==> config.mk <==
export PLATFORM = sky130hd
export DESIGN_NAME = fsu_bitstream_gen_flat
export DESIGN_NICKNAME = d
export VERILOG_FILES = /design/src/rtl/fsu_bitstream_gen_if.sv /design/src/rtl/fsu_bitstream_gen.sv /design/src/flat_wrapper.sv
export SDC_FILE = /design/constraint.sdc
export NUM_CORES = 1
export LEC_CHECK = 0
export ABC_AREA = 1
export BUFFER_PORTS_ARGS = -buffer_cell sky130_fd_sc_hd__buf_2
export CORE_MARGIN = 2
export CORE_UTILIZATION = 40
export DETAILED_ROUTE_END_ITERATION = 8
export PLACE_DENSITY = 0.61
export REMOVE_ABC_BUFFERS = 1
export SYNTH_ARGS = -nofsm -noshare
export SYNTH_HDL_FRONTEND = slang
export SYNTH_SLANG_ARGS = --single-unit
export TNS_END_PERCENT = 30
==> constraint.sdc <==
create_clock -name clk -period 2.44 [get_ports clk]
set_input_delay 0 -clock clk [delete_from_list [all_inputs] [get_ports clk]]
set_output_delay 0 -clock clk [all_outputs]
set_load 0.005 [all_outputs]
==> src/rtl/fsu_bitstream_gen_if.sv <==
// rtl/fsu_bitstream_gen_if.sv - operand handshake and bitstream output bundle for fsu_bitstream_gen
interface fsu_bitstream_gen_if #(
    parameter int IDIM = 8,
    parameter int IWID = 8
);
    logic            iValid;
    logic            iReady;
    logic [IWID-1:0] iData [IDIM-1:0];
    logic            iHold;
    logic            oBit  [IDIM-1:0];
    logic            oValid;
    logic            oLast;

    modport master (
        output iValid, iData, iHold,
        input  iReady, oBit, oValid, oLast
    );

    modport slave (
        input  iValid, iData, iHold,
        output iReady, oBit, oValid, oLast
    );
endinterface

==> src/rtl/fsu_bitstream_gen.sv <==
// rtl/fsu_bitstream_gen.sv - multi-channel unary bitstream generator with bit-reversed counter RNG
module fsu_bitstream_gen #(
    parameter int IDIM = 8,
    parameter int IWID = 8,
    parameter int PHAS = 0
) (
    input  logic               clk,
    input  logic               rst,
    fsu_bitstream_gen_if.slave bus
);
    typedef enum logic {
        IDLE = 1'b0,
        RUN  = 1'b1
    } state_t;

    state_t          state_q, state_d;
    logic [IWID-1:0] cnt_q, cnt_d;
    logic [IWID-1:0] dreg_q [IDIM];
    logic [IWID-1:0] dreg_d [IDIM];
    logic            last;
    logic            ready;
    logic            xfer;

    always_ff @(posedge clk or posedge rst) begin
        if (rst) begin
            state_q <= IDLE;
            cnt_q   <= '0;
            for (int i = 0; i < IDIM; i++) begin
                dreg_q[i] <= '0;
            end
        end else begin
            state_q <= state_d;
            cnt_q   <= cnt_d;
            for (int i = 0; i < IDIM; i++) begin
                dreg_q[i] <= dreg_d[i];
            end
        end
    end

    // A new operand set is only taken when idle or on an unheld final bit,
    // which gives back-to-back periods without a bubble.
    always_comb begin
        last    = (state_q == RUN) && (cnt_q == {IWID{1'b1}});
        ready   = !rst && ((state_q == IDLE) || (last && !bus.iHold));
        xfer    = bus.iValid && ready;
        state_d = state_q;
        cnt_d   = cnt_q;
        for (int i = 0; i < IDIM; i++) begin
            dreg_d[i] = dreg_q[i];
        end
        case (state_q)
            IDLE: begin
                if (xfer) begin
                    state_d = RUN;
                    cnt_d   = '0;
                    for (int i = 0; i < IDIM; i++) begin
                        dreg_d[i] = bus.iData[i];
                    end
                end
            end
            RUN: begin
                if (!bus.iHold) begin
                    if (!last) begin
                        cnt_d = cnt_q + IWID'(1);
                    end else if (xfer) begin
                        cnt_d = '0;
                        for (int i = 0; i < IDIM; i++) begin
                            dreg_d[i] = bus.iData[i];
                        end
                    end else begin
                        state_d = IDLE;
                    end
                end
            end
            default: state_d = IDLE;
        endcase
    end

    // Channel phase offsets permute the period, so ones-per-period stays exact.
    always_comb begin
        logic [IWID-1:0] sum;
        logic [IWID-1:0] rng;
        bus.oValid = (state_q == RUN);
        bus.oLast  = last;
        bus.iReady = ready;
        sum = '0;
        rng = '0;
        for (int i = 0; i < IDIM; i++) begin
            sum = cnt_q + IWID'(i * PHAS);
            for (int b = 0; b < IWID; b++) begin
                rng[b] = sum[IWID-1-b];
            end
            bus.oBit[i] = (state_q == RUN) && (dreg_q[i] > rng);
        end
    end
endmodule
==> src/flat_wrapper.sv <==
// flat-port wrapper written by rule: the top's interface ports become plain ports
module fsu_bitstream_gen_flat 
#(
    parameter int IDIM = 8,
    parameter int IWID = 8,
    parameter int PHAS = 0
)
  (clk, rst, bus_iValid, bus_iData, bus_iHold, bus_iReady, bus_oBit, bus_oValid, bus_oLast);
  fsu_bitstream_gen_if #(.IDIM(IDIM), .IWID(IWID)) bus_i ();
  input  logic clk;
  input  logic rst;
  input wire logic [$bits(bus_i.iValid)-1:0] bus_iValid;
  input wire logic [$bits(bus_i.iData)-1:0] bus_iData;
  input wire logic [$bits(bus_i.iHold)-1:0] bus_iHold;
  output wire logic [$bits(bus_i.iReady)-1:0] bus_iReady;
  output wire logic [$bits(bus_i.oBit)-1:0] bus_oBit;
  output wire logic [$bits(bus_i.oValid)-1:0] bus_oValid;
  output wire logic [$bits(bus_i.oLast)-1:0] bus_oLast;
  assign bus_i.iValid = bus_iValid;
  assign bus_i.iData = {>>{bus_iData}};
  assign bus_i.iHold = bus_iHold;
  assign bus_iReady = bus_i.iReady;
  assign bus_oBit = {>>{bus_i.oBit}};
  assign bus_oValid = bus_i.oValid;
  assign bus_oLast = bus_i.oLast;
  fsu_bitstream_gen #(.IDIM(IDIM), .IWID(IWID), .PHAS(PHAS)) u_core (.clk(clk), .rst(rst), .bus(bus_i));
endmodule
==> metrics.txt, run 1 <==
fmax 474 MHz; combinational power share 0.386; register area share after synthesis 0.399; Post-Syn Area per Cell 8.05 sq um; Mapped Cells 569; Leak 3.35 nW; initial core utilization 0.406; initial antenna violation count 1; CP max stage cell ha_1; relative slew slack 0.373; Setup Skew 6.12 ps; maxcap violations 0; RSZ-0062 raised after global routing no; Root Buffer clkbuf_16; # DRC 0; Top Family by Delay on Critical Path adder cells; crit path launch u_core.cnt_q[0]; commonest non-fill, non-tap cell in the layout nand2_1; Min Clock Period, post-route 2110 ps; setup_tns 0 ps; initial drt markers 183; Simple-Gate Fraction of Synth Area 0.279; area share of fa/ha/maj cells after synthesis 0.178; Die X 111 microns; first-pass GRT wire length 20.5 mm; Buf/Inv on CP 2; cell accounting for the most synthesized area dfrtp_1; # fillers 1019; largest net degree at the start of global routing 74; Synth Area in Compound Gates 0.0823; CP peak stage delay 430 ps; r2r endpoint u_core.dreg_q[8]; CTS tree done; Final ANT Viol Nets 0; hpwl dp 7.84 mm; Post-synth top flop dfrtp_1; commonest non-fill, non-tap cells in the layout 201 x nand2_1, 78 x buf_2, 74 x nand3_1; status finished clean; Final Cycle Share 0.865; drt first pass iters 4; Area contributors post-synth dfrtp_1 40%, ha_1 18%, nand2_1 16%; # setup viols final 0; vias in the first global route 4230; H-tree depth 3; R2R depth 8; CTS buffer count 9; internal reg-to-reg setup slack 580 ps; mux cell area share after synthesis 0; CP endpoint kind output pin; Setup CP Type reg -> out; CP endpoint bus_oBit[2]; Final Instance Count excl. Fillers 859; Final Instance Area 6050 sq um; RePlAce Congestion 0.857; Post-CTS Hold Buffers 65; GR Util met2 0.352; CORE AREA 11300 sq um; Clk pin slew, worst setup/hold paths 60 ps; die area 12300 sq um; final hold viol count 0; post-CTS setup repair buffer count 0; Buffers on Ports 78; vias per cell 4.92; worst hold path class in -> async; CP required 2440 ps; EDFF count, synth 0; Net Sw Frac 0.370; DRT Wirelength 12.0 mm; GR Overflow Total 0; crit path launch type flop; crit-path cells inv_1 -> ha_1 -> nand2_1 -> nor2_1 -> nand3_1 -> o21ai_0 -> a21oi_1 -> buf_2; Area Growth Syn to Fin 32.1%; layout net count 843; sequential power share 0.342; Async S/R FF share, synth 1.00; DR WL/cell 14.0 microns; GRT met1 Usage 0.266; Slew @ Worst Pin 940 ps; CTS Buffer Depth 2; crit-path max FO 10; FF-to-FF Start u_core.cnt_q[1]; Seq cells post-synth 73; Synth cell types 26; clock net sink count 73; layout cells sized above 1 0.154; Mapped Area 4580 sq um; GRT Overall Usage 0.208; Max VDD drop 0.526 mV; Levels on crit path 8; power per standard cell area 786 nW/um^2; die height 111 microns; via count 4230; Rows 39; share of the synthesized area in the top cell type 0.399; xor/xnor cell area share of the yosys netlist 0.00191; GR Util met3 0.0437; placed cells 777; NetSw 1.76 mW; Synth Warn # 0; Slew Viols, Final 0; instance area after placement 5100 sq um; clock share of power 0.273; largest family of logic cells by synthesized area simple AND/OR/NAND/NOR gates; CTS resizes 0; Internal 2.99 mW; IO Count 79; arrival time at the worst endpoint 2110 ps; clk_lat worst skew 340 ps; gr busiest metal met2
cells by family (layout without fill, tap and decap cells):
kind of cell | Yosys count | count (layout)
XOR/XNOR | 1 | 1
buffers and inverters | 57 | 203
AO/OA/AOI/OAI | 70 | 70
flip-flops | 73 | 73
AND/OR/NAND/NOR | 303 | 303
adder cells (fa/ha/maj) | 65 | 65
other | 0 | 1
sequential cells by signal, indices dropped and copies added (netlist names):
| signal | flops |
|---|---|
| u_core.bus.oValid | 1 |
| u_core.cnt_q | 8 |
| u_core.dreg_q | 64 |
cells in the mapped netlist (all sizes together), types with 3 or more instances:
master,n
a21oi,44
ha,65
buf,14
nor2,17
nand2,203
o21a,8
nor3,3
nand4,5
inv,35
clkbuf,8
nand3,74
dfrtp,73
o21ai,17
worst min-delay path, stage by stage:
cell and delay [ps]:
buf_2 120, inv_2 70, buf_4 730
power groups by stage:
stage	sequential [mW]	clock, mW	combinational [mW]
after global placement	1.64	0	1.68
after CTS	1.62	1.32	1.86
after detailed placement	1.64	0	1.76
after global routing	1.66	1.38	2.15
final	1.62	1.30	1.83
after floorplan	1.61	0	1.22
metal layers:
metal / up-vias / part of all wire
met5: - / 0
met4: 0 / 0.020
met3: 17 / 0.034
met2: 77 / 0.48
met1: 1961 / 0.46
li1: 2175 / -
per-stage QoR:
step	hold WS [ps]	util	power (mW)	worst slack, ps
after floorplan	138	-	2.83	-1070
after global placement	223	0.452	3.32	678
after detailed placement	226	0.452	3.40	618
after CTS	21.9	0.536	4.81	329
after global routing	55.8	0.536	5.19	173
final	27.9	0.536	4.75	330
cell type report:
| cell class | count | area, sq um | area share |
|---|---|---|---|
| timing repair buffer | 152 | 1130 | 0.187 |
| clock inverter | 2 | 10.0 | 0.00166 |
| antenna | 1 | 2.50 | 0.000414 |
| tap | 143 | 179 | 0.0296 |
| multi-input combinational | 439 | 2480 | 0.410 |
| inverter | 35 | 131 | 0.0217 |
| clock buffer | 14 | 284 | 0.0470 |
| sequential | 73 | 1830 | 0.302 |
worst min path at each step:
stage,end,cells past startpoint
global placement,u_core.dreg_q[13],3
floorplan,u_core.dreg_q[0],2
detailed placement,u_core.dreg_q[54],3
finish,u_core.dreg_q[20],3
global route,u_core.bus.oValid,3
CTS,u_core.bus.oValid,3
Note: power is estimated with default switching activity, not from simulation.
==> run 2: changes to the inputs <==
Settings changed: CORE_UTILIZATION 40 to 35, PLACE_DENSITY 0.61 to 0.55.
==> run 2 against run 1 <==
Against the previous run: power decreased by 2.6%; global-route usage down 2.8 points; first-iteration DRC count up 8.2%; register-to-register slack lost 50 ps; routed wire length decreased by 1.5%; non-clock buffer count grew 1; critical path depth is 1 lower; largest cell class unchanged; highest routed layer unchanged.
==> metrics.txt, run 2 (synthesis results as in run 1) <==
fmax 483 MHz (+1.9%); relative slew slack 0.606 (+0.233); CP dominant cell by count nand2_1; internal reg-to-reg setup slack 530 ps (-50 ps); r2r endpoint u_core.cnt_q[0]; vias per cell 4.73 (-4.0%); Overall Power 4.63 mW (-2.6%); crit-path max FO 10 (unchanged); Clk pin slew, worst setup/hold paths 50 ps (about the same); initial drt markers 198 (+8.2%); Min Clock Period, post-route 2070 ps (-39.3 ps); IO Count 79 (unchanged); Setup Skew 5.89 ps (-0.231 ps); Top reg by flops u_core.dreg_q; GRT Overall Usage 0.181 (-0.0278); CTS Buffer Depth 2 (unchanged); Rows 41 (+5.1%); final hold viol count 0 (unchanged); Buffers on Ports 78 (unchanged); clk_lat worst skew 340 ps (about the same); RePlAce Congestion 0.873 (+1.8%); clock net sink count 73 (unchanged); hpwl dp 8.18 mm (+4.4%); status finished clean; CTS buffer count 9 (unchanged); Area Growth Syn to Fin 31.8%; initial core utilization 0.361 (-0.0448); layout cells sized above 1 0.149 (-0.00518); layout net count 844 (+0.12%); DRT Wirelength 11.8 mm (-1.5%); Die X 118 microns (+6.7%); max reg flops 64 (unchanged); RSZ-0062 raised after global routing no; DR WL/cell 13.4 microns (-4.4%); via count 4182 (-1.1%); die height 118 microns (+6.7%); Final ANT Viol Nets 0 (unchanged); worst hold slack 169 ps (+141 ps); post-CTS setup repair buffer count 0 (unchanged); setup_tns 0 ps (unchanged); CP required 2440 ps (about the same); crit path launch type flop; FF-to-FF Start u_core.cnt_q[1]; CORE AREA 12700 sq um (+12%); arrival time at the worst endpoint 2070 ps (-40 ps); # setup viols final 0 (unchanged); Slew Viols, Final 0 (unchanged); maxcap violations 0 (unchanged); Top Family by Delay on Critical Path flip-flops; crit-path cells inv_1 -> ha_1 -> nand2_1 -> o21ai_0 -> nand2_1 -> a21oi_1 -> buf_2; Leak 3.33 nW (-0.60%); H-tree depth 3 (unchanged); first-pass GRT wire length 20.3 mm (-1.3%); commonest non-fill, non-tap cells in the layout 201 x nand2_1, 78 x buf_2, 74 x nand3_1; initial antenna violation count 0 (-1); CP max stage cell dfrtp_1; Buf/Inv on CP 2 (unchanged); ant diodes 0 (-1); vias in the first global route 4266 (+0.85%); power per standard cell area 767 nW/um^2 (-2.5%); drt first pass iters 4 (unchanged); CP peak stage delay 430 ps (about the same); commonest non-fill, non-tap cell in the layout nand2_1; Final Cycle Share 0.849 (-0.0161); worst hold path class in -> async; largest net degree at the start of global routing 54 (-27%); Root Buffer clkbuf_16; Util after Layout 0.476 (-0.0601); GR Overflow Total 0 (unchanged); Setup CP Type reg -> out; CP endpoint kind output pin; CTS tree done; die area 14000 sq um (+14%); # DRC 0 (unchanged); R2R depth 9 (+1); Slew @ Worst Pin 591 ps (-349 ps); Max VDD drop 0.345 mV (-34%)
run 2: area by class of cell:
cell class | instances | area, sq um
inverters | 35 | 131
clock inverters | 1 | 5.00
well taps | 172 | 215
multi-input cells | 439 | 2480
repair buffers | 153 | 1130
fillers | 1264 | 6640
flip-flops and latches | 73 | 1830
clock buffers | 12 | 246
run 2: timing repair:
action	4_1_cts	5_1_grt
hold buffers	66	0
gates resized for setup	0	0
hold endpoints to repair	75	0
run 2: per-layer routing:
metal,up-vias,track usage,wire length (microns)
met5,-,0,0
met4,0,0.0714,255
met3,16,0.0285,421
met2,75,0.308,5600
met1,1918,0.229,5560
li1,2173,-,-
run 2: worst max-delay path by stage:
| stage | from | end | depth (start not counted) |
|---|---|---|---|
| 5_1_grt | u_core.cnt_q[4] | bus_oBit[4] | 7 |
| 2_1_floorplan | rst | u_core.cnt_q[0] | 4 |
| 4_1_cts | u_core.cnt_q[0] | bus_oBit[5] | 8 |
| 3_3_place_gp | u_core.cnt_q[0] | u_core.cnt_q[0] | 9 |
| 3_5_place_dp | u_core.cnt_q[1] | u_core.cnt_q[0] | 9 |
| 6_report | u_core.cnt_q[4] | bus_oBit[4] | 7 |
run 2: worst min-delay path, delay by kind of cell:
family / cells / cell delay [ps]
buf+inv: 3 / 900
run 2: power by group:
| part | internal, mW | total (mW) | leakage [nW] | switching [mW] |
|---|---|---|---|---|
| Clock | 0.697 | 1.18 | 0.124 | 0.479 |
| Combinational | 0.748 | 1.82 | 2.25 | 1.07 |
| Sequential | 1.45 | 1.63 | 0.957 | 0.182 |
run 2: through the flow:
step	area (sq um)	setup slack [ps]	instances
floorplan	4430	-1070	547
global placement	5120	555	806
detailed placement	5120	513	806
CTS	6040	332	885
global route	6040	164	885
finish	6040	370	885
==> run 3: changes to the inputs <==
Settings changed: PLACE_DENSITY 0.55 to 0.57.
Clock period 2.44 ns to 1.67 ns, I/O delays scaled along.
==> run 3 against run 2 <==
Against the previous run: the run now ends with negative setup slack left; critical path type unchanged; non-clock buffer count increased by 39; cell area increased by 13%; worst setup slack got worse by 610 ps; clock skew about the same; power increased by 68%.
==> metrics.txt, run 3 (synthesis results as in run 1) <==
status complete, but fails checks; violated checks negative setup slack; vias per cell 4.85 (+2.5%); GRT Overall Usage 0.198 (+0.0177); RSZ-0062 raised after global routing yes; DR WL/cell 14.7 microns (+9.6%); drt first pass iters 4 (unchanged); Slew Viols, Final 0 (unchanged); Final ANT Viol Nets 0 (unchanged); layout net count 883 (+4.6%); Hold Path Depth 6; Root Buffer clkbuf_16; largest net degree at the start of global routing 54 (unchanged); placed cells 821 (+1.9%); # setup viols final 75 (+75); Max VDD drop 0.739 mV (+110%); initial antenna violation count 0 (unchanged); # DRC 0 (unchanged); layout cells sized above 1 0.257 (+0.108); DRT Wirelength 13.6 mm (+15%); GR Overflow Total 0 (unchanged); arrival time at the worst endpoint 1910 ps (-160 ps); Leak 3.57 nW (+7.2%); Die X 118 microns (unchanged); clock net sink count 73 (unchanged); GR Util met3 0.0309 (+0.00241); first-pass GRT wire length 22.1 mm (+9.1%); Top reg by flops u_core.dreg_q; R2R depth 11 (+2); Setup Skew 6.24 ps (+0.349 ps); relative slew slack 0.534 (-0.0723); H-tree depth 3 (unchanged); IO Count 79 (unchanged); Util after Layout 0.537 (+0.0604); fmax 525 MHz; die area 14000 sq um (unchanged); Min Clock Period, post-route 1910 ps; CTS Buffer Depth 2 (unchanged); via count 4492 (+7.4%); RePlAce Congestion 0.881 (+0.91%); initial drt markers 141 (-29%); vias in the first global route 4576 (+7.3%); clk_lat worst skew 330 ps (about the same); Rows 41 (unchanged); dpl ws -34.7 ps (-547 ps); Final Instance Count excl. Fillers 927 (+4.7%); GR Util met2 0.350 (+0.0423); CP endpoint kind output pin; Overall Power 7.77 mW (+68%); gr busiest metal met2; initial core utilization 0.361 (unchanged); GRT met1 Usage 0.242 (+0.0137); Slew @ Worst Pin 699 ps (+108 ps); power per standard cell area 1140 nW/um^2 (+49%); die height 118 microns (unchanged); max reg flops 64 (unchanged); hpwl dp 8.56 mm (+4.5%); worst hold path class in -> reg; ant diodes 0 (unchanged); commonest non-fill, non-tap cells in the layout 195 x nand2_1, 78 x buf_2, 72 x dfrtp_1; post-route setup slack -236 ps (-606 ps); CTS buffer count 9 (unchanged); Buffers on Ports 78 (unchanged); CTS tree done; CP required 1670 ps (-770 ps); maxcap violations 0 (unchanged); crit-path max FO 4 (-6); Area Growth Syn to Fin 48.6%; commonest non-fill, non-tap cell in the layout nand2_1; Final Cycle Share 1.14; Setup CP Type reg -> out; CORE AREA 12700 sq um (unchanged); crit path launch type flop; final hold viol count 0 (unchanged); Clk pin slew, worst setup/hold paths 60 ps (about the same)
==> run 3: power by group <==
group	switching, mW	internal, mW
clock	0.715	0.996
combinational	2.00	1.66
sequential	0.274	2.12
==> run 3: metal layers <==
| layer | wire length, microns | part of all wire | vias up |
|---|---|---|---|
| met3 | 476 | 0.035 | 22 |
| met4 | 293 | 0.022 | 0 |
| li1 | - | - | 2269 |
| met2 | 6800 | 0.50 | 102 |
| met5 | 0 | 0 | - |
| met1 | 6020 | 0.44 | 2099 |
==> run 3: path summary, 6_finish.rpt <==
kind                                     end  slack, ps               from
setup / recovery                 bus_oBit[2]       -240    u_core.cnt_q[0]
hold / removal               u_core.cnt_q[7]        220         bus_iValid
setup reg to reg           u_core.dreg_q[51]       -130    u_core.cnt_q[0]
hold reg to reg            u_core.dreg_q[40]        480  u_core.dreg_q[40]
max in group asynchronous  u_core.dreg_q[54]        690                rst
min in group asynchronous  u_core.dreg_q[24]        330                rst
==> run 3: cell type report <==
cell class	count	area [sq um]
tap	172	215
inverter	35	141
fill	1172	5870
timing repair buffer	192	1550
clock buffer	12	236
clock inverter	4	20.0
multi-input combinational	439	2810
sequential	73	1830
==> run 3: worst max-delay path, stage by stage, from the launching register on <==
cell        delay [ps]
dfrtp_1            390
clkinvlp_4         160
buf_12             170
ha_4               280
nand2_4             50
nor2_4             120
nand3_2             90
o21ai_2            140
a21oi_2             40
buf_2              120
==> run 3: metrics by stage <==
step,hold WS [ps],cell area (sq um),setup TNS (ps)
3_3_place_gp,148,5280,-31.6
3_5_place_dp,146,5280,-126
5_1_grt,252,6800,-13490
2_1_floorplan,138,4430,-141900
4_1_cts,185,6550,-2870
6_report,224,6800,-7710
==> run 3: timing repair <==
| action | in CTS | in global routing |
|---|---|---|
| hold buffers | 66 | 0 |
| hold endpoints to repair | 139 | 0 |
| setup endpoints to repair | 9 | 83 |
| gates resized for setup | 39 | 33 |
| cloned | 1 | 2 |
| pin swaps | 17 | 18 |
| setup buffers | 11 | 12 |
